===== config.mk =====
export PLATFORM = sky130hd
export DESIGN_NAME = photon_gate_counter
export DESIGN_NICKNAME = d
export VERILOG_FILES = /design/src/rtl/photon_gate_counter_pkg.sv /design/src/rtl/photon_gate_counter_pulse_edge_sync.sv /design/src/rtl/photon_gate_counter.sv
export SDC_FILE = /design/constraint.sdc
export NUM_CORES = 1
export LEC_CHECK = 0
export CAP_MARGIN = 40
export CELL_PAD_IN_SITES_DETAIL_PLACEMENT = 0
export CELL_PAD_IN_SITES_GLOBAL_PLACEMENT = 1
export CORE_ASPECT_RATIO = 0.5
export CORE_MARGIN = 2
export CORE_UTILIZATION = 44
export CTS_BUF_LIST = sky130_fd_sc_hd__clkbuf_4
export CTS_CLUSTER_DIAMETER = 40
export CTS_CLUSTER_SIZE = 10
export DETAILED_ROUTE_END_ITERATION = 8
export DONT_BUFFER_PORTS = 1
export HOLD_SLACK_MARGIN = 0.08
export PLACE_DENSITY = 0.82
export SLEW_MARGIN = 20
export SYNTH_ARGS = -nofsm -noshare
export SYNTH_HDL_FRONTEND = slang
export SYNTH_HIERARCHICAL = 1
export SYNTH_SLANG_ARGS = --single-unit

===== constraint.sdc =====
create_clock -name clk -period 2.03 [get_ports clk]
set_input_delay 0.406 -clock clk [delete_from_list [all_inputs] [get_ports clk]]
set_output_delay 0.406 -clock clk [all_outputs]
set_load 0.01 [all_outputs]

===== src/rtl/photon_gate_counter_pkg.sv =====
// Shared definitions for the photon gate counter: FSM states, FIFO word layout
// and parameter limits.
package photon_gate_counter_pkg;

    typedef enum logic [1:0] {
        IDLE,
        CHECK,
        WRITE,
        GAP
    } state_t;

    localparam int CH_MSB  = 31;
    localparam int CH_LSB  = 28;
    localparam int SAT_BIT = 27;
    localparam int CNT_MSB = 26;
    localparam int CNT_FIELD_W = CNT_MSB + 1;

    localparam int MAX_N_CH  = 16;
    localparam int MIN_CNT_W = 8;
    localparam int MAX_CNT_W = 27;

    function automatic logic [31:0] make_word(input logic [3:0] ch, input logic sat,
                                              input logic [CNT_MSB:0] cnt);
        logic [31:0] w;
        w = '0;
        w[CH_MSB:CH_LSB] = ch;
        w[SAT_BIT] = sat;
        w[CNT_MSB:0] = cnt;
        return w;
    endfunction

endpackage


===== src/rtl/photon_gate_counter_pulse_edge_sync.sv =====
// One-bit two-flop synchroniser followed by a rising-edge detector.
module pulse_edge_sync (
    input  logic clk,
    input  logic rst_n,
    input  logic din,
    output logic rise
);

    logic meta;
    logic sync;
    logic prev;

    always_ff @(posedge clk or negedge rst_n) begin
        if (!rst_n) begin
            meta <= 1'b0;
            sync <= 1'b0;
            prev <= 1'b0;
        end else begin
            meta <= din;
            sync <= meta;
            prev <= sync;
        end
    end

    assign rise = sync & ~prev;

endmodule


===== src/rtl/photon_gate_counter.sv =====
// Per-channel photon counters gated by a 50 Hz marker; each closed window is
// snapshotted and drained to a FIFO as one word per channel.
module photon_gate_counter
    import photon_gate_counter_pkg::*;
#(
    parameter int N_CH  = 4,
    parameter int CNT_W = 24
) (
    input  logic            clk,
    input  logic            rst_n,
    input  logic            en,
    input  logic [N_CH-1:0] photon_pulse,
    input  logic            sync_50Hz,
    input  logic            fifo_is_full,
    output logic            wr_fifo,
    output logic [31:0]     dout,
    output logic            busy,
    output logic            frame_done,
    output logic [15:0]     dropped_frames
);

    if (N_CH < 1 || N_CH > MAX_N_CH || CNT_W < MIN_CNT_W || CNT_W > MAX_CNT_W) begin : g_bad_param
        $error("photon_gate_counter: N_CH or CNT_W out of range");
    end

    localparam logic [3:0] LAST_IDX = 4'(N_CH - 1);

    logic [N_CH-1:0]  pulse_ev;
    logic             sync_ev;

    logic [CNT_W-1:0] cnt [N_CH];
    logic [N_CH-1:0]  sat;
    logic [CNT_W-1:0] snap_cnt [MAX_N_CH];
    logic [MAX_N_CH-1:0] snap_sat;

    state_t      state, state_n;
    logic [3:0]  idx, idx_n;
    logic        wr_n;
    logic [31:0] dout_n;
    logic        frame_done_n;

    for (genvar g = 0; g < N_CH; g++) begin : g_pulse_sync
        pulse_edge_sync u_sync (
            .clk   (clk),
            .rst_n (rst_n),
            .din   (photon_pulse[g]),
            .rise  (pulse_ev[g])
        );
    end

    pulse_edge_sync u_gate_sync (
        .clk   (clk),
        .rst_n (rst_n),
        .din   (sync_50Hz),
        .rise  (sync_ev)
    );

    // sat marks a pulse that arrived while the counter was already at full scale.
    always_ff @(posedge clk or negedge rst_n) begin
        if (!rst_n) begin
            for (int unsigned i = 0; i < N_CH; i++) cnt[i] <= '0;
            for (int unsigned i = 0; i < MAX_N_CH; i++) snap_cnt[i] <= '0;
            sat            <= '0;
            snap_sat       <= '0;
            dropped_frames <= '0;
        end else if (!en) begin
            for (int unsigned i = 0; i < N_CH; i++) cnt[i] <= '0;
            sat <= '0;
        end else begin
            if (sync_ev) begin
                if (state == IDLE) begin
                    for (int unsigned i = 0; i < N_CH; i++) snap_cnt[i] <= cnt[i];
                    snap_sat[N_CH-1:0] <= sat;
                end else if (dropped_frames != '1) begin
                    dropped_frames <= dropped_frames + 16'd1;
                end
            end
            // A pulse coincident with the gate marker belongs to the new window.
            for (int unsigned i = 0; i < N_CH; i++) begin
                if (sync_ev) begin
                    cnt[i] <= {{(CNT_W-1){1'b0}}, pulse_ev[i]};
                    sat[i] <= 1'b0;
                end else if (pulse_ev[i]) begin
                    if (cnt[i] == '1) sat[i] <= 1'b1;
                    else              cnt[i] <= cnt[i] + 1'b1;
                end
            end
        end
    end

    always_ff @(posedge clk or negedge rst_n) begin
        if (!rst_n) begin
            state      <= IDLE;
            idx        <= '0;
            wr_fifo    <= 1'b0;
            dout       <= '0;
            frame_done <= 1'b0;
        end else begin
            state      <= state_n;
            idx        <= idx_n;
            wr_fifo    <= wr_n;
            dout       <= dout_n;
            frame_done <= frame_done_n;
        end
    end

    always_comb begin
        state_n      = state;
        idx_n        = idx;
        wr_n         = 1'b0;
        dout_n       = dout;
        frame_done_n = 1'b0;
        if (!en) begin
            state_n = IDLE;
            idx_n   = '0;
        end else begin
            unique case (state)
                IDLE: begin
                    if (sync_ev) begin
                        state_n = CHECK;
                        idx_n   = '0;
                    end
                end
                CHECK: begin
                    if (!fifo_is_full) begin
                        wr_n    = 1'b1;
                        dout_n  = make_word(idx, snap_sat[idx], CNT_FIELD_W'(snap_cnt[idx]));
                        state_n = WRITE;
                    end
                end
                WRITE: state_n = GAP;
                GAP: begin
                    if (idx == LAST_IDX) begin
                        state_n      = IDLE;
                        frame_done_n = 1'b1;
                    end else begin
                        idx_n   = idx + 4'd1;
                        state_n = CHECK;
                    end
                end
                default: state_n = IDLE;
            endcase
        end
    end

    assign busy = (state != IDLE);

endmodule


Word level (Yosys, flattened, before mapping):

Index checks and enable logic that the tools add are counted.

* register bits: 268
* output and inout port bits: 51

* $add $sub $neg: 6
* order comparisons: 2
* equality and inequality tests: 25
* mux-type cells: 46
* bitwise operators: 13
* reduce and logical (&&, ||, !) cells: 15

Operator list (number)
* 24-bit 2-to-1 mux: 14
* 24-bit by 1-bit adder with 24-bit output (second input constant): 4
* 24-bit binary-select mux with 4-bit select: 1
* 24-bit equality test (second input constant): 4
* 96-bit 2-to-1 mux: 1
* 3-bit by 1-bit inequality test with 1-bit output (second input constant): 9
* 3-bit inequality test (second input constant): 7
* 1-bit 2-to-1 mux: 20
* 2-bit AND reduction: 9
* 16-bit by 1-bit adder with 16-bit output (second input constant): 1
* 4-bit 2-to-1 mux: 4
* 16-bit inequality test (second input constant): 1
* 3-bit AND reduction: 3
* 2-bit one-hot mux with 4 select lines: 1
* 4-bit one-hot mux with 2 select lines: 1
* 1-bit NOT: 7
* 2-bit 2-to-1 mux: 3
* 1-bit bitwise AND: 5
* 5-bit greater-or-equal comparator (second input constant): 1
* 4-bit by 5-bit less-than comparator with 1-bit output (second input constant): 1
* 4-bit NOT with 5-bit output: 1
* 4-bit by 1-bit adder with 4-bit output (second input constant): 1
* 1-bit binary-select mux with 4-bit select: 1
* 2-bit equality test (second input constant): 2
* other kinds (5): 5

Logic depth before layout (Yosys ltp):

Gate-level depths: netlist (run 1).

* depth after elaboration: 5
* gate-level depth with buffers: 8

By module:

Netlist (run 1), hierarchy kept.

By module, submodules not included
* photon_gate_counter: instances 1, cells each 1054, area each 11942.7 µm², sequential area each 6331.1 µm²
* pulse_edge_sync: instances 5, cells each 4, area each 88.8 µm², sequential area each 75.1 µm²

Least setup slack after synthesis (run 1):

OpenSTA, ideal clock, no wires.

* path type: register to register
* start: register g_pulse_sync[1].u_sync.prev
* end: register cnt[69] in the netlist's numbering
* data arrival time: 2107 ps
* slack: -197 ps
* cell stages (with the launch flop): 9
* period minus slack after synthesis: 2227 ps
* cells stage by stage: dfrtp_1 nor2b_4 clkbuf_1 inv_1 or4b_1 clkbuf_1 nor4b_2 a31oi_1 a41o_1

* longest elaborated chain between the ends: 4

Ends and longest elaborated chain
* start, declared: RTL line photon_gate_counter_pulse_edge_sync.sv:11 `logic prev;`
* start signal, assigned: RTL line photon_gate_counter_pulse_edge_sync.sv:21 `prev <= sync;`
* 1-bit NOT: RTL line photon_gate_counter_pulse_edge_sync.sv:25 `assign rise = sync & ~prev;`
* 1-bit bitwise AND: RTL line photon_gate_counter_pulse_edge_sync.sv:25
* named net pulse_ev[1]: RTL line photon_gate_counter.sv:28 `logic [N_CH-1:0] pulse_ev;`
* 3-bit by 1-bit inequality test with 1-bit output (no line)
* 2-bit AND reduction (no line)
* end signal, assigned by index: RTL line photon_gate_counter.sv:81 `cnt[i] <= {{(CNT_W-1){1'b0}}, pulse_ev[i]};`
* end signal, assigned by index: RTL line photon_gate_counter.sv:85 `else cnt[i] <= cnt[i] + 1'b1;`
* end, declared: RTL line photon_gate_counter.sv:31 `logic [CNT_W-1:0] cnt [N_CH];`

The timed path passes the listed nets, and every way through them passes these cells.
A chain may end at the register's enable or synchronous reset.

Final worst setup path (run 1):

* start: register cnt[36] in the netlist's numbering
* end: register cnt[35] in the netlist's numbering

* longest elaborated chain between the ends: 3

Ends and longest elaborated chain
* 24-bit equality test: RTL line photon_gate_counter.sv:84 `if (cnt[i] == '1) sat[i] <= 1'b1;`
* 3-bit inequality test (no line)
* 2-bit AND reduction (no line)

No other way between the ends.

==> results of run 1 <==
## stage by stage
| stage | hold slack (ns) | setup TNS, ns |
|---|---|---|
| floorplan | 0.1104 | -0.1045 |
| CTS | -0.6020 | 0 |
| finish | -0.5127 | -0.005965 |
| global route | -0.6103 | -0.4139 |
| global placement | 0.1223 | 0 |
| detailed placement | 0.1256 | 0 |
## power breakdown
part	switching, W	total, W	internal [W]	leakage, nW
logic	0.000557	0.000987	0.000429	2.42
clock network	0.00182	0.00275	0.000926	0.193
registers	0.000169	0.00567	0.00550	3.69
## worst max path at each step
stage                     slack, ns                   to
final                        -0.006  cnt[35]$_DFFE_PN0P_
after global routing          -0.07  cnt[34]$_DFFE_PN0P_
after CTS                     0.009  cnt[59]$_DFFE_PN0P_
after detailed placement       0.05  cnt[59]$_DFFE_PN0P_
after global placement         0.04  cnt[91]$_DFFE_PN0P_
after floorplan               -0.10  cnt[69]$_DFFE_PN0P_
## synth_stat cells (3+ instances only)
cell	count	share of area [%]
sky130_fd_sc_hd__a2111oi_0	7	0.49
sky130_fd_sc_hd__a211oi_1	12	0.73
sky130_fd_sc_hd__a21oi_1	43	1.7
sky130_fd_sc_hd__a22o_1	26	1.8
sky130_fd_sc_hd__a31oi_1	9	0.45
sky130_fd_sc_hd__a32o_1	3	0.24
sky130_fd_sc_hd__a41o_1	4	0.32
sky130_fd_sc_hd__and3_1	8	0.40
sky130_fd_sc_hd__and4_1	12	0.85
sky130_fd_sc_hd__buf_4	4	0.24
sky130_fd_sc_hd__clkbuf_1	49	1.5
sky130_fd_sc_hd__dfrtp_1	268	54
sky130_fd_sc_hd__ha_1	10	1.0
sky130_fd_sc_hd__inv_1	20	0.61
sky130_fd_sc_hd__mux2_2	92	8.4
sky130_fd_sc_hd__mux2i_1	5	0.40
sky130_fd_sc_hd__mux4_2	25	4.5
sky130_fd_sc_hd__nand2_1	86	2.6
sky130_fd_sc_hd__nand3_1	50	2.0
sky130_fd_sc_hd__nand3b_1	3	0.18
sky130_fd_sc_hd__nand4_1	28	1.4
sky130_fd_sc_hd__nor2_1	86	2.6
sky130_fd_sc_hd__nor2b_1	5	0.25
sky130_fd_sc_hd__nor2b_4	5	0.56
sky130_fd_sc_hd__nor3_1	14	0.57
sky130_fd_sc_hd__nor4_1	16	0.81
sky130_fd_sc_hd__o211ai_1	3	0.18
sky130_fd_sc_hd__o21ai_0	35	1.4
sky130_fd_sc_hd__o21ai_1	5	0.20
sky130_fd_sc_hd__o31ai_1	9	0.55
sky130_fd_sc_hd__or2_2	8	0.40
sky130_fd_sc_hd__or3_1	12	0.61
sky130_fd_sc_hd__or4_1	16	0.97
sky130_fd_sc_hd__xnor2_1	47	3.3
sky130_fd_sc_hd__xor2_1	17	1.2
## what timing repair did
item | 4_1_cts | 5_1_grt
hold endpoints to repair | 290 | 269
hold buffers | 7 | 1
gates resized for setup | 2 | 51
pin swaps | 0 | 7
setup buffers | 0 | 6
gates cloned | 0 | 3
endpoints found under the setup margin | 1 | 47
## metal layers
layer  part of all wire [%]  track usage (%)
met1                     47            31.62
met2                     45            32.47
met3                    5.8            4.678
met4                    1.5            5.363
met5                      0                0
## flip-flops by register name, summed over array words and instances, names as in the netlist, 2 cells and up
| name | flops |
|---|---|
| cnt | 96 |
| snap_cnt | 96 |
| dout | 29 |
| dropped_frames | 16 |
| g_pulse_sync.u_sync/meta | 4 |
| g_pulse_sync.u_sync/prev | 4 |
| g_pulse_sync.u_sync/sync | 4 |
| idx | 4 |
| sat | 4 |
| snap_sat | 4 |
| state | 2 |
## worst reg2reg max path, cell delays in order, from the launching register on
cell,delay [ns]
sky130_fd_sc_hd__dfrtp_1,0.39
sky130_fd_sc_hd__nand3_1,0.14
sky130_fd_sc_hd__or4_4,0.54
sky130_fd_sc_hd__o41ai_4,0.32
sky130_fd_sc_hd__buf_4,0.21
sky130_fd_sc_hd__buf_6,0.12
sky130_fd_sc_hd__nor4_1,0.06
sky130_fd_sc_hd__mux2i_1,0.13
## final cells by class
type	instances	area, um2	area share, %
Timing Repair Buffer	133	1094	7.664
Antenna cell	2	5.005	0.03508
Inverter	20	75.07	0.5261
Clock buffer	40	300.3	2.105
Multi-Input combinational cell	729	5577	39.08
Tap cell	382	478.0	3.350
Sequential cell	268	6709	47.02
Clock inverter	6	31.28	0.2192
## logic make-up (layout without fill, tap and decap cells)
group	count (synthesis)	count (layout)	synth area share [%]
compound gates	166	166	8.980
mux	122	122	13.31
flops	268	268	54.14
fa+ha+maj	10	10	1.010
xor+xnor	64	64	4.525
simple gates	364	364	15.34
buf+inv	79	199	2.657
other cells	1	5	0.03027
==> impl_metrics.ini, run 1 <==
[critical_path]
timing.critical_path.required_ns = 2.54
type_of_destination_of_the_critical_path = flip-flop
critical_path.reg2reg.startpoint = cnt[36]$_DFFE_PN0P_
critPathSlowestCell = sky130_fd_sc_hd__or4_4
critical_path.startpoint_type = flip-flop
slowest_delay_ns = 0.54
critPathTopFamily = simple AND/OR/NAND/NOR gates
cp_max_fo = 5
reg2reg_setup_slack_ns = -0.006
cp.depth = 7
worst_r2r_path_depth = 7
cp_cell_sequence = nand3_1 > or4_4 > o41ai_4 > buf_4 > buf_6 > nor4_1 > mux2i_1
crit_arrival_ns = 2.54
critical_path_buf_inv_count = 2
reg2reg_to = cnt[35]$_DFFE_PN0P_
critPathLaunch = cnt[36]$_DFFE_PN0P_
path_class = flip-flop to flip-flop

[sta]
fin_skew_ns = 0.04422
fin_ws_ns = -0.005965
final_setup_violation_count = 1
worst_slew_margin_rel_pct = 53.52
layout_min_cycle_time_ns = 2.036
rsz0062_at_grt = yes
min_period_over_period_pct = 100.3
fmaxAchievable_mhz = 491.2
whs_ns = -0.5127
slew_worst_pin_ns = 0.6946
number_of_max_slew_violations_in_the_final_report = 0
timing_hold_violations_final = 268

[flow_run]
max_cap_violations = 0

[floorplanning]
core-area_um2 = 27710
vertical_extent_of_the_die_um = 122.6
starting_density_pct = 44.71
die-width_um = 241.3
die-area_um2 = 29590
pin_count = 60
rows = 43

[global_routing]
track_usage_pct = 21.52
globalRoute.totalOverflow = 0
first_pass_grt_wire_length_um = 49180
antenna_found_initial = 1
number_of_global_route_vias_before_repair = 8761
pin_count_of_the_biggest_net_entering_global_routing = 269

[place]
detailed_placement_wirelength_estimate_um = 21710
post_placement_setup_slack_ns = 0.05186
place_area_um2 = 13590
place_inst = 1515
numPortBuffers = 0
gp_congestion = 0.8812

[cts]
cts_tree = built
cts_root_buffer = sky130_fd_sc_hd__clkbuf_4
clk_pin_slew_worst_paths_ns = 0.11
h_tree_depth_reported_by_cts = 2
clock_buffers_created_by_tritoncts = 34
clock_latency_of_the_later_clocked_register_in_the_worst_skew_pair_ns = 0.65
cts_sinks = 268
clk_path_buf_depth = 3

[power]
power_leakage_nw = 6.302
power.total_w = 0.009400
vdd.ir_drop.worst_v = 0.0003402
power-per-cell-area_nw_per_um2 = 658.8

[final_layout]
fill_cells = 2413
final_core_util_pct = 51.50
final_common_cell = sky130_fd_sc_hd__dfrtp_1
area_delta_synth_final_pct = 15.19
finalNonFillerCells = 1580
leading_cell_types_in_the_layout_fill_and_taps_excluded = sky130_fd_sc_hd__dfrtp_1, sky130_fd_sc_hd__buf_4, sky130_fd_sc_hd__mux2_2, sky130_fd_sc_hd__nand2_1, sky130_fd_sc_hd__nor2_1
fin_area_um2 = 14270
layout-drive-gt1-share_pct = 28.93
final_net_count = 1205

[yosys]
post_synth_num_cell_types = 59
yosys_warnings = 606
seq_area_frac_synth_pct = 54.14
synth.cell_area_um2 = 12390
avgSynthCellArea_um2 = 11.53
synthesis.instances = 1074
synth-main-ff-cell = sky130_fd_sc_hd__dfrtp_1
number_of_flops_mapped_to_enable_cells_by_yosys = 0
ys_ff_latch = 268
postSynth.asyncResetShare_pct = 100.0

[detailed_routing]
vias_per_cell = 5.736
wl_cell_um = 19.64
route.vias.total = 9063
ant_nets = 0
drc = 0
drt_initial_violations = 886
drt-total-wl_um = 31030
dr.pass1.iters = 5

[outcome]
violations = negative hold slack, negative setup slack
run_status = finished with violations

[hold_path]
worstHoldPathType = input port to async pin
No activity file was read; power rests on OpenSTA's default activity.
==> run 2, diff against run 1 <==
--- a/config.mk
+++ b/config.mk
@@ -5,19 +5,20 @@
 export SDC_FILE = /design/constraint.sdc
 export NUM_CORES = 1
 export LEC_CHECK = 0
+export ABC_AREA = 1
 export CAP_MARGIN = 40
-export CELL_PAD_IN_SITES_DETAIL_PLACEMENT = 0
-export CELL_PAD_IN_SITES_GLOBAL_PLACEMENT = 1
+export CELL_PAD_IN_SITES_DETAIL_PLACEMENT = 1
+export CELL_PAD_IN_SITES_GLOBAL_PLACEMENT = 2
 export CORE_ASPECT_RATIO = 0.5
 export CORE_MARGIN = 2
-export CORE_UTILIZATION = 44
+export CORE_UTILIZATION = 40
 export CTS_BUF_LIST = sky130_fd_sc_hd__clkbuf_4
 export CTS_CLUSTER_DIAMETER = 40
 export CTS_CLUSTER_SIZE = 10
 export DETAILED_ROUTE_END_ITERATION = 8
 export DONT_BUFFER_PORTS = 1
 export HOLD_SLACK_MARGIN = 0.08
-export PLACE_DENSITY = 0.82
+export PLACE_DENSITY = 0.92
 export SLEW_MARGIN = 20
 export SYNTH_ARGS = -nofsm -noshare
 export SYNTH_HDL_FRONTEND = slang
==> constraint.sdc (replaced) <==
create_clock -name clk -period 1.95 [get_ports clk]
set_input_delay 0.39 -clock clk [delete_from_list [all_inputs] [get_ports clk]]
set_output_delay 0.39 -clock clk [all_outputs]
set_load 0.01 [all_outputs]
==> run 2 against run 1 <==
Compared with the run above: the run ends with negative hold slack left; critical path depth grew 4; non-clock buffer count shrank 7; register-to-register slack gained 0.04 ns; global-route usage grew 2.4 points; clock power grew 14%; clock skew grew 0.011 ns; largest cell class unchanged; largest power group unchanged.
==> impl_metrics.ini, run 2 <==
[yosys]
post_synth_num_cell_types = 40
synth_fa_ha_area_share_pct = 0.8961
netlist.area_leader.share_pct = 48.03
muxShareOfSynthArea_pct = 2.823
ys_top_cells_by_count = sky130_fd_sc_hd__nand2_1, sky130_fd_sc_hd__dfrtp_1, sky130_fd_sc_hd__nor2_1, sky130_fd_sc_hd__inv_1, sky130_fd_sc_hd__o21ai_0
ys_ff_latch = 268
synthDominantAreaCellType = sky130_fd_sc_hd__dfrtp_1
avgSynthCellArea_um2 = 8.067
synth_top_family_by_area = simple AND/OR/NAND/NOR gates
synth-main-ff-cell = sky130_fd_sc_hd__dfrtp_1
post_synthesis_compound_gate_area_fraction_pct = 9.651
post_synth_main_area_contributors = sky130_fd_sc_hd__dfrtp_1, sky130_fd_sc_hd__nand2_1, sky130_fd_sc_hd__o21ai_0
seq_area_frac_synth_pct = 48.03
number_of_flops_mapped_to_enable_cells_by_yosys = 0
synthesis.instances = 1731
yosys_warnings = 606
synth-xor-area-share_pct = 2.760
postSynth.asyncResetShare_pct = 100.0
synth.cell_area_um2 = 13960
synthMostInstantiatedCell = sky130_fd_sc_hd__nand2_1
synth_simple_gate_area_share_pct = 28.79

[flow_run]
max_cap_violations = 0

[sta]
worst_slew_margin_rel_pct = 26.62
final_setup_violation_count = 0
number_of_max_slew_violations_in_the_final_report = 0
whs_ns = -0.6050
min_period_over_period_pct = 98.01
rsz0062_at_grt = yes
layout_min_cycle_time_ns = 1.911
timing_hold_violations_final = 268
slew_worst_pin_ns = 1.101
fmaxAchievable_mhz = 523.2
fin_skew_ns = 0.05512
fin_ws_ns = 0.03883

[critical_path]
cp_cell_sequence = ha_2 > nand3_2 > inv_2 > nand3_2 > nor2_4 > nand2_2 > a21oi_4 > buf_12 > inv_1 > nand2_1 > nand2_1
critical_path.startpoint_type = flip-flop
critPathSlowestCell = sky130_fd_sc_hd__dfrtp_1
critPathTopFamily = simple AND/OR/NAND/NOR gates
crit_arrival_ns = 2.52
critical_path_buf_inv_count = 3
slowest_delay_ns = 0.38
type_of_destination_of_the_critical_path = flip-flop
path_class = flip-flop to flip-flop
cp_max_fo = 8
timing.critical_path.required_ns = 2.56

[detailed_routing]
route.top_layer_used = met4
ant_nets = 0
drt-total-wl_um = 43120
wl_cell_um = 18.73
detailroute.wirelength.met3_um = 2167
route.layer.met1.wl_um = 21160
drt_initial_violations = 854
route.vias.total = 12280
drc = 0
dr.pass1.iters = 5
dr_wl_met2_um = 19200
vias_per_cell = 5.336

[outcome]
run_status = finished with violations
violations = negative hold slack

[cts]
cts_tree = built
cts_sinks = 268
clk_path_buf_depth = 3
holdBufCountCts = 9
clock_buffers_created_by_tritoncts = 36
clk_pin_slew_worst_paths_ns = 0.12
clock_latency_of_the_later_clocked_register_in_the_worst_skew_pair_ns = 0.72
h_tree_depth_reported_by_cts = 2
cts_root_buffer = sky130_fd_sc_hd__clkbuf_4

[global_routing]
track_usage_pct = 23.92
number_of_global_route_vias_before_repair = 12310
first_pass_grt_wire_length_um = 68080
pin_count_of_the_biggest_net_entering_global_routing = 269
globalRoute.totalOverflow = 0
antenna_found_initial = 0

[final_layout]
leading_cell_types_in_the_layout_fill_and_taps_excluded = sky130_fd_sc_hd__nand2_1, sky130_fd_sc_hd__dfrtp_1, sky130_fd_sc_hd__nor2_1, sky130_fd_sc_hd__inv_1, sky130_fd_sc_hd__o21ai_0
top_flop_regs = cnt x96, snap_cnt x96, dout x29
area_delta_synth_final_pct = 13.33
fill_cells = 4170
multi_input_combinational_cell_area_um2 = 6367
final-seq-area_um2 = 6716
layout-drive-gt1-share_pct = 15.82
antenna_cells_inserted = 0
final_common_cell = sky130_fd_sc_hd__nand2_1
final_net_count = 1835

[floorplanning]
die-width_um = 268.2
core-area_um2 = 34410
vertical_extent_of_the_die_um = 136.1
rows = 48
starting_density_pct = 40.58
die-area_um2 = 36510
pin_count = 60

[power]
power.total_w = 0.01057
power_leakage_nw = 7.040
vdd.ir_drop.worst_v = 0.0003578
power-per-cell-area_nw_per_um2 = 667.8

[place]
post_placement_setup_slack_ns = -0.03395
gp_congestion = 0.8637
numPortBuffers = 0
detailed_placement_wirelength_estimate_um = 30300

[hold_path]
worstHoldPathType = input port to async pin
[run 2: changes by cell type after synthesis, moves of 16 or more]
cell / previous run / this run
sky130_fd_sc_hd__nand2_1: 86 / 513
sky130_fd_sc_hd__mux2_2: 92 / 35
sky130_fd_sc_hd__xnor2_1: 47 / 5
sky130_fd_sc_hd__nand3_1: 50 / 99
sky130_fd_sc_hd__mux4_2: 25 / 0
sky130_fd_sc_hd__a32o_1: 3 / 25
sky130_fd_sc_hd__inv_1: 20 / 142
sky130_fd_sc_hd__a22o_1: 26 / 0
sky130_fd_sc_hd__nor2_1: 86 / 145
sky130_fd_sc_hd__xor2_1: 17 / 39
sky130_fd_sc_hd__or4_1: 16 / 0
sky130_fd_sc_hd__o21ai_0: 35 / 139
sky130_fd_sc_hd__nand4_1: 28 / 75
[run 2: cell families after synthesis]
group | Yosys count
flip-flops | 268
other | 1
XOR/XNOR | 44
buffers and inverters | 232
multiplexers | 35
AND/OR/NAND/NOR | 913
adder cells (fa/ha/maj) | 10
AO/OA/AOI/OAI | 228
[run 2: timing repair]
action                                 4_1_cts  5_1_grt
endpoints found under the hold margin      328      268
setup endpoints to repair                    2       41
pin swaps                                    1        9
resized for setup                            6       25
cloned                                       0        4
setup buffers                                5       12
[run 2: final timing paths]
check / from / to / slack [ns] / depth (start not counted)
worst max-delay path: cnt[48]$_DFFE_PN0P_ / cnt[59]$_DFFE_PN0P_ / 0.04 / 11
worst min-delay path: rst_n / dropped_frames[1]$_DFFE_PN0P_ / -0.60 / 0
worst max register to register: cnt[48]$_DFFE_PN0P_ / cnt[59]$_DFFE_PN0P_ / 0.04 / 11
worst min register to register: g_pulse_sync[0].u_sync/meta$_DFF_PN0_ / g_pulse_sync[0].u_sync/sync$_DFF_PN0_ / 0.36 / 0
max in group asynchronous: rst_n / idx[0]$_DFFE_PN0P_ / 1.59 / 0
min in group clk: en / idx[3]$_DFFE_PN0P_ / 0.17 / 4
[run 2: report_power, final]
part	internal [W]	total, W	leakage (nW)	switching [W]
clock network	0.000996	0.00314	0.199	0.00214
registers	0.00575	0.00591	3.68	0.000163
logic	0.000587	0.00152	3.16	0.000930
[run 2: routing by layer]
metal | track usage (%) | up-vias
met3 | 4.438 | 53
met4 | 4.718 | 0
met1 | 34.80 | 6160
met5 | 0 | -
met2 | 37.27 | 238
li1 | - | 5833
[run 2: layout make-up]
class,instances,area share (%)
inverters,150,3.574
flip-flops and latches,268,42.44
repair buffers,126,7.717
clock buffers,40,1.898
multi-input cells,1234,40.24
clock inverters,9,0.3795
well taps,475,3.756
[run 2: stage by stage]
step | setup TNS, ns | instances | util (%) | instance area, um2 | hold WS [ns]
finish | 0 | 2302 | 45.99 | 15830 | -0.6050
global route | -0.03781 | 2302 | 45.99 | 15830 | -0.6772
CTS | 0 | 2286 | 45.28 | 15580 | -0.6911
detailed placement | -0.03395 | 2223 | 43.76 | 15060 | 0.1094
global placement | 0 | 2223 | 43.76 | 15060 | 0.1109
floorplan | 0 | 1733 | - | 13970 | 0.09441
==> run 3, diff against run 2 <==
--- a/config.mk
+++ b/config.mk
@@ -11,14 +11,13 @@
 export CELL_PAD_IN_SITES_GLOBAL_PLACEMENT = 2
 export CORE_ASPECT_RATIO = 0.5
 export CORE_MARGIN = 2
-export CORE_UTILIZATION = 40
+export CORE_UTILIZATION = 38
 export CTS_BUF_LIST = sky130_fd_sc_hd__clkbuf_4
 export CTS_CLUSTER_DIAMETER = 40
 export CTS_CLUSTER_SIZE = 10
 export DETAILED_ROUTE_END_ITERATION = 8
-export DONT_BUFFER_PORTS = 1
 export HOLD_SLACK_MARGIN = 0.08
-export PLACE_DENSITY = 0.92
+export PLACE_DENSITY = 0.83
 export SLEW_MARGIN = 20
 export SYNTH_ARGS = -nofsm -noshare
 export SYNTH_HDL_FRONTEND = slang
==> run 3 against run 2 <==
Compared with the run above: the flow now finishes without violations; largest power group unchanged; via count rose by 2.0%; worst setup slack improved by 0.012 ns; sequential share of layout area fell by 1.6 points; power rose by 4.6%; first-iteration DRC count rose by 9.6%.
==> impl_metrics.ini, run 3 (synthesis gave the netlist of run 2 again) <==
[outcome]
run_status = complete, no violations

[global_routing]
track_usage_pct = 23.50
number_of_global_route_vias_before_repair = 13200
pin_count_of_the_biggest_net_entering_global_routing = 64
antenna_found_initial = 1
globalRoute.totalOverflow = 0
first_pass_grt_wire_length_um = 71880

[detailed_routing]
drt-total-wl_um = 45060
route.vias.total = 12530
wl_cell_um = 19.00
vias_per_cell = 5.281
ant_nets = 0
dr.pass1.iters = 5
drc = 0
drt_initial_violations = 936

[place]
place_area_um2 = 15520
gp_congestion = 0.8792
numPortBuffers = 56
detailed_placement_wirelength_estimate_um = 32360

[final_layout]
leading_cell_types_in_the_layout_fill_and_taps_excluded = sky130_fd_sc_hd__nand2_1, sky130_fd_sc_hd__dfrtp_1, sky130_fd_sc_hd__nor2_1, sky130_fd_sc_hd__inv_1, sky130_fd_sc_hd__o21ai_0
layout-drive-gt1-share_pct = 16.74
antenna_cells_inserted = 0
final_common_cell = sky130_fd_sc_hd__nand2_1
final_net_count = 1891
area_delta_synth_final_pct = 17.96
fin_area_um2 = 16470
top_flop_regs = cnt x96, snap_cnt x96, dout x29

[sta]
min_period_over_period_pct = 97.41
slew_worst_pin_ns = 0.5325
layout_min_cycle_time_ns = 1.900
whs_ns = 0.1469
fin_skew_ns = 0.03400
final_setup_violation_count = 0
fmaxAchievable_mhz = 526.4
timing_hold_violations_final = 0
rsz0062_at_grt = yes
number_of_max_slew_violations_in_the_final_report = 0
final.setup.tns_ns = 0
worst_slew_margin_rel_pct = 64.50

[hold_path]
hold_path.startpoint = photon_pulse[2]
worstHoldPathType = input port to flip-flop

[critical_path]
crit_path_end = busy
type_of_destination_of_the_critical_path = output pin
critPathLaunch = state[1]$_DFFE_PN0P_
cp_max_fo = 3
path_class = flip-flop to output pin
reg2reg_setup_slack_ns = 0.06
worst_r2r_path_depth = 12
reg2reg_to = cnt[8]$_DFFE_PN0P_
critical_path.startpoint_type = flip-flop
timing.critical_path.required_ns = 1.56
crit_arrival_ns = 1.51
critical_path.reg2reg.startpoint = cnt[0]$_DFFE_PN0P_

[cts]
clk_pin_slew_worst_paths_ns = 0.11
clk_path_buf_depth = 3
h_tree_depth_reported_by_cts = 2
clock_latency_of_the_later_clocked_register_in_the_worst_skew_pair_ns = 0.69
cts_tree = built
cts_sinks = 268
clock_buffers_created_by_tritoncts = 35
cts_root_buffer = sky130_fd_sc_hd__clkbuf_4

[floorplanning]
rows = 49
core-area_um2 = 36050
pin_count = 60
starting_density_pct = 38.73
die-width_um = 275.1
die-area_um2 = 38390
vertical_extent_of_the_die_um = 139.5

[power]
power_leakage_nw = 7.527
power-per-cell-area_nw_per_um2 = 671.0
vdd.ir_drop.worst_v = 0.0004124

[flow_run]
max_cap_violations = 0
[run 3: worst min-delay path by stage]
stage | end | slack, ns | cells past startpoint
finish | g_pulse_sync[2].u_sync/meta$_DFF_PN0_ | 0.15 | 1
CTS | g_pulse_sync[2].u_sync/meta$_DFF_PN0_ | 0.08 | 1
global placement | g_pulse_sync[1].u_sync/sync$_DFF_PN0_ | 0.34 | 0
detailed placement | g_pulse_sync[2].u_sync/sync$_DFF_PN0_ | 0.34 | 0
floorplan | cnt[0]$_DFFE_PN0P_ | 0.09 | 0
global route | u_gate_sync/meta$_DFF_PN0_ | 0.08 | 1
[run 3: per-layer routing]
layer / track usage [%] / wire length, um / share of wire [%] / vias to the layer above
li1: - / - / - / 5937
met1: 34.71 / 22440 / 50 / 6312
met2: 37.03 / 20250 / 45 / 206
met3: 3.330 / 1611 / 3.6 / 70
met4: 4.182 / 747 / 1.7 / 2
met5: 0 / 12 / 0.027 / -
[run 3: report_power, final]
part	switching (W)	internal (W)
Combinational	0.00105	0.000676
Clock	0.00207	0.00134
Sequential	0.000159	0.00575
Total	0.00329	0.00777
[run 3: layout make-up]
class                           instances  area, um2
Clock buffer                           45      337.8
Clock inverter                          8      87.58
Fill cell                            4326      19580
Inverter                              150      570.5
Multi-Input combinational cell       1233       6404
Sequential cell                       268       6723
Tap cell                              484      605.6
Timing Repair Buffer                  184       1743
[run 3: worst max-delay path, cell delays in order, from the launching register on]
cell	delay, ns
sky130_fd_sc_hd__dfrtp_1	0.41
sky130_fd_sc_hd__inv_2	0.10
sky130_fd_sc_hd__ha_4	0.17
sky130_fd_sc_hd__inv_4	0.04
sky130_fd_sc_hd__buf_6	0.11
[run 3: repair_timing]
action | 4_1_cts | 5_1_grt
endpoints found under the hold margin | 185 | 0
resized for setup | 62 | 49
endpoints found under the setup margin | 48 | 86
pin swaps | 0 | 22
cloned | 0 | 5
buffers inserted | 13 | 27
hold buffers | 2 | 0
[run 3: stage by stage]
step	total power, W	std cells	utilization [%]	setup slack [ns]
6_report	0.01105	2372	45.69	0.05046
5_1_grt	0.01159	2372	45.69	-0.05448
4_1_cts	0.01105	2340	44.47	-0.1629
3_5_place_dp	0.007582	2272	43.06	0.06829
3_3_place_gp	0.007518	2272	43.06	0.1514
2_1_floorplan	0.006801	1733	-	0.2112
==> patch 1 (flow settings as in run 2) <==
Change the parameter `N_CH` from 4 to 8.
--- a/src/rtl/photon_gate_counter.sv
+++ b/src/rtl/photon_gate_counter.sv
@@ -5,3 +5,3 @@
 #(
-    parameter int N_CH  = 4,
+    parameter int N_CH  = 8,
     parameter int CNT_W = 24
Interface: changed (resized photon_pulse); port bits go from 60 to 64. No check against the original RTL was run, so the function may have changed too.
==> patch 1 against run 2 <==
The flow finishes with violations (hold timing, slew limit, setup timing). First-iteration DRC count increased by 130%. Critical path depth decreased by 7. Combinational power increased by 130%. Worst setup slack got worse by 140 ps. Sequential cell count increased by 212. Total power increased by 99%. Design area increased by 86%. Clock power increased by 100%. Wire length increased by 110%. Sequential share of layout area decreased by 1.6 points. Area after synthesis increased by 83%. Die area increased by 81%.
==> patch 1: results (changes against run 2) <==
| Metric | Value |
|---|---|
| Slew headroom | `-67.20% (was 26.62%)` |
| Max-slew violations | `356 (was 0)` |
| Placed inst area | `27430 µm² (was 15060 µm²)` |
| First-pass GRT wire length | `136.3 mm (was 68.08 mm)` |
| Netlist Area Pre-Place | `25590 µm² (was 13960 µm²)` |
| R2R setup slack | `-30 ps (was 40 ps)` |
| Final setup violating endpoints | `8 (was 0)` |
| Compound-Gate Fraction of Synth Area | `10.51% (was 9.651%)` |
| Clock skew | `43.60 ps (was 55.12 ps)` |
| XOR/XNOR Fraction of Synth Area | `2.499% (was 2.760%)` |
| Layout cells sized above 1 | `14.93% (was 15.82%)` |
| Largest net degree at the start of global routing | `481 (was 269)` |
| Final #Nets | `3511 (was 1835)` |
| Worst r2r dst | `cnt[104] (was cnt[59])` |
| Max FO, Critical Path | `2 (was 8)` |
| Top Registers | `cnt (192), snap_cnt (192), dout (29) (was cnt (96), snap_cnt (96), dout (29))` |
| HPWL after detailed placement | `60.75 mm (was 30.30 mm)` |
| WL/cell | `20.48 µm (was 18.73 µm)` |
| Gr usage total | `26.17% (was 23.92%)` |
| Vias per cell | `5.495 (was 5.336)` |
| Post-synth top cells | `nand2_1, dfrtp_1, nor2_1, o21ai_0, inv_1 (was nand2_1, dfrtp_1, nor2_1, inv_1, o21ai_0)` |
| Setup TNS | `-157.1 ps (was 0 ps)` |
| CP peak stage delay | `410 ps (was 380 ps)` |
| VDD IR max | `0.0003837 V (was 0.0003578 V)` |
| Synth Warn # | `406 (was 606)` |
| Hold_ws | `-728.2 ps (was -605.0 ps)` |
| Final WS setup | `-101.1 ps (was 38.83 ps)` |
| Gpl congestion | `0.9001 (was 0.8637)` |
| Pint | `14.14 mW (was 7.331 mW)` |
| Status | `complete, but fails checks (unchanged)` |
| Hold-fix buffers, CTS | `21 (was 9)` |
| R2R Path Start | `cnt[96] (was cnt[48])` |
| P_leak | `13.39 nW (was 7.040 nW)` |
| Worst EP arrival | `1660 ps (was 2520 ps)` |
| Failing checks | `hold timing, slew limit, setup timing (was hold timing)` |
| H-tree lvl count | `3 (was 2)` |
| Netlist cell types | `46 (was 40)` |
| Worst skew pair latency | `880 ps (was 720 ps)` |
| Vias in the first global route | `24.69k (was 12.31k)` |
| Post-Synth Adder-Cell Area | `0.6846% (was 0.8961%)` |
| Pre-CTS WS | `4.959 ps (was -33.95 ps)` |
| Fin. Hold Viols | `480 (was 268)` |
| Post-synthesis sequential area ratio | `46.94% (was 48.03%)` |
## patch 1: power groups by stage
stage                     registers (mW)  logic [mW]  clock network [mW]
after floorplan                     11.2        1.89                   0
after global placement              11.3        2.83                   0
after detailed placement            11.4        2.93                   0
after CTS                           11.2        3.12                6.55
after global routing                11.2        3.81                6.96
final                               11.2        3.50                6.35
## patch 1: how the worst max path moves through the flow
stage                        start       endpoint
after CTS                 state[1]           busy
final                     state[1]           busy
after global routing      state[0]           busy
after detailed placement  state[0]  snap_cnt[276]
after global placement      idx[0]       dout[13]
after floorplan            cnt[72]        cnt[72]
## patch 1: routing by layer
| metal | global-route usage, % | wire [µm] | part of all wire [%] |
|---|---|---|---|
| met3 | 5.145 | 5164 | 5.8 |
| met5 | 0 | 0 | 0 |
| met1 | 34.46 | 39170 | 44 |
| met4 | 10.00 | 3112 | 3.5 |
| met2 | 42.79 | 41760 | 47 |
## patch 1: through the flow
step,instances,power [mW]
final,4355,21.03
after global routing,4354,22.01
after CTS,4302,20.85
after detailed placement,4174,14.31
after global placement,4174,14.18
after floorplan,3322,13.08
## patch 1: logic make-up after synthesis
| family | Yosys count |
|---|---|
| muxes | 38 |
| DFF | 480 |
| and+or+nand+nor | 1749 |
| AOI/OAI and AO/OA | 489 |
| other | 1 |
| buffers and inverters | 476 |
| xor gates and xnor gates | 73 |
| adders and majority gates | 14 |
## patch 1: repair_timing
item                                   CTS  global route
endpoints found under the hold margin  676           480
gates resized for setup                  7           108
gates cloned                             0            14
buffers inserted                         5            37
setup endpoints to repair                7           145
pin swaps                                1            20
## patch 1: cell type report
class	count	area [µm²]
fill	7809	33690
multi-input combinational	2367	11920
sequential	480	12020
clock buffer	77	578.1
clock inverter	25	230.2
inverter	322	1231
timing repair buffer	245	2392
tap	837	1047
antenna	2	5.005
## patch 1: critical path, delay by kind of cell (launching register included)
kind	cells	cell delay, ps
buf+inv	3	240
flops	1	410
fa+ha+maj	1	150
==> patch 2 (flow settings as in run 2) <==
Without the edit above. The 4 states of `state_t` get a Gray code encoding in 2 bits.
--- a/src/rtl/photon_gate_counter_pkg.sv
+++ b/src/rtl/photon_gate_counter_pkg.sv
@@ -5,6 +5,6 @@
     typedef enum logic [1:0] {
-        IDLE,
-        CHECK,
-        WRITE,
-        GAP
+        IDLE  = 2'b00,
+        CHECK = 2'b01,
+        WRITE = 2'b11,
+        GAP   = 2'b10
     } state_t;
Function: same outputs for any inputs over 4 cycles, from zero or initial values and one cycle with rst_n low; so few cycles prove little.
==> patch 2 against run 2 <==
The run still ends with hold timing left. Core utilization up 0.75 points. Largest power group unchanged. Total power up 1.7%. Wire length up 1.1%. Design area down 1.0%. Critical path type unchanged. Non-clock buffer count down 10. Sequential cell count unchanged. Global-route usage up 0.46 points. Worst setup slack better by 11 ps. Clock skew down 8.1 ps. Hold slack worse by 18 ps. Area after synthesis down 1.3%. Via count about the same. Largest cell class unchanged. Highest routed layer unchanged.
==> patch 2: results (changes against run 2) <==
| Metric | Value |
|---|---|
| WL/cell | `19.19 µm (was 18.73 µm)` |
| Fraction of area in multi-input gates | `39.73% (was 40.24%)` |
| Sequential share of power | `54.2% (was 55.9%)` |
| Worst r2r dst | `cnt[15] (was cnt[59])` |
| Post-synthesis sequential area ratio | `48.66% (was 48.03%)` |
| # diodes | `2 (was 0)` |
| Pre-CTS WS | `52.52 ps (was -33.95 ps)` |
| VDD IR max | `0.0003164 V (was 0.0003578 V)` |
| Fin. Hold Viols | `268 (unchanged)` |
| Failing checks | `hold timing (unchanged)` |
| Layout inverter count without the clock tree | `155 (was 150)` |
| Clock buffer cells | `44 (was 40)` |
| Worst slew pin tran | `612.8 ps (was 1101 ps)` |
| Clock skew | `47.07 ps (was 55.12 ps)` |
| Status | `complete, but fails checks (unchanged)` |
| Vias per cell | `5.401 (was 5.336)` |
| Pint | `7.893 mW (was 7.331 mW)` |
| Met1 Usage GRT | `34.44% (was 34.80%)` |
| Comb. pwr | `0.836 mW (was 1.52 mW)` |
| R2R Path Start | `cnt[0] (was cnt[48])` |
| WL met2 | `19.69 mm (was 19.20 mm)` |
| Placed insts | `2191 (was 2223)` |
| Met3 Use GR | `4.871% (was 4.438%)` |
| Vias in the first global route | `12.35k (was 12.31k)` |
| First-pass GRT wire length | `68.64 mm (was 68.08 mm)` |
| Hold_ws | `-623.1 ps (was -605.0 ps)` |
| CP peak stage delay | `420 ps (was 380 ps)` |
| Final #Nets | `1825 (was 1835)` |
| Worst EP arrival | `2540 ps (was 2520 ps)` |
| Fin area | `15670 µm² (was 15830 µm²)` |
| Netlist cell types | `41 (was 40)` |
| Drt total wl | `43.60 mm (was 43.12 mm)` |
| Synth area leaders | `dfrtp_1, nand2_1, o21ai_0 (unchanged)` |
| Comb_multi_in | `1232 (was 1234)` |
| DR iter-0 viols | `813 (was 854)` |
| R2R cell count | `10 (was 11)` |
| HPWL after detailed placement | `30.60 mm (was 30.30 mm)` |
| Flip-flop and latch power | `5.83 mW (was 5.91 mW)` |
| WL met3 | `2.197 mm (was 2.167 mm)` |
| Die W | `266.5 µm (was 268.2 µm)` |
| Metal-1 WL | `21.06 mm (was 21.16 mm)` |
| Sequential cell area | `6708 µm² (was 6716 µm²)` |
| Crit start category | `flop (unchanged)` |
| Layout cells sized above 1 | `14.43% (was 15.82%)` |
| Crit-path slowest cell | `dfrtp_1 (unchanged)` |
| Placed inst area | `14800 µm² (was 15060 µm²)` |
| P_leak | `6.915 nW (was 7.040 nW)` |
| Max FO, Critical Path | `5 (was 8)` |
| Final period utilization | `97.44% (was 98.01%)` |
| Met2 usage | `38.87% (was 37.27%)` |
| CTS Buf Count | `37 (was 36)` |
| Fraction of area in non-clock buffers | `6.653% (was 7.717%)` |
| Fill cells | `4153 (was 4170)` |
| Clock buf/inv share | `3.514% (was 2.277%)` |
| Gr usage total | `24.39% (was 23.92%)` |
| Bufs w/o clock | `116 (was 126)` |
==> patch 2: cell count changes in the layout (fill, tap and decap cells not counted), sizes merged, moves of 4 or more <==
| cell | before | now |
|---|---|---|
| o21ai | 161 | 171 |
| buf | 115 | 107 |
| nand2 | 526 | 519 |
| nor3 | 29 | 36 |
| bufinv | 0 | 6 |
| inv | 150 | 156 |
| xor2 | 39 | 33 |
| clkinvlp | 5 | 1 |
| ha | 10 | 6 |
==> patch 2: what timing repair did <==
| item | 4_1_cts | 5_1_grt |
|---|---|---|
| hold endpoints to repair | 329 | 268 |
| endpoints found under the setup margin | 0 | 88 |
| resized for setup | 0 | 26 |
| buffers inserted | 0 | 10 |
==> patch 2: cell families (layout without fill, tap and decap cells) <==
kind of cell	count (synthesis)	after routing	synth area share (%)
adders and majority gates	6	6	0.5446
xor gates and xnor gates	37	37	2.351
and+or+nand+nor	916	917	29.14
buffers and inverters	235	329	6.972
other	1	5	0.02721
AOI/OAI and AO/OA	237	237	9.695
DFF	268	268	48.66
muxes	32	32	2.614
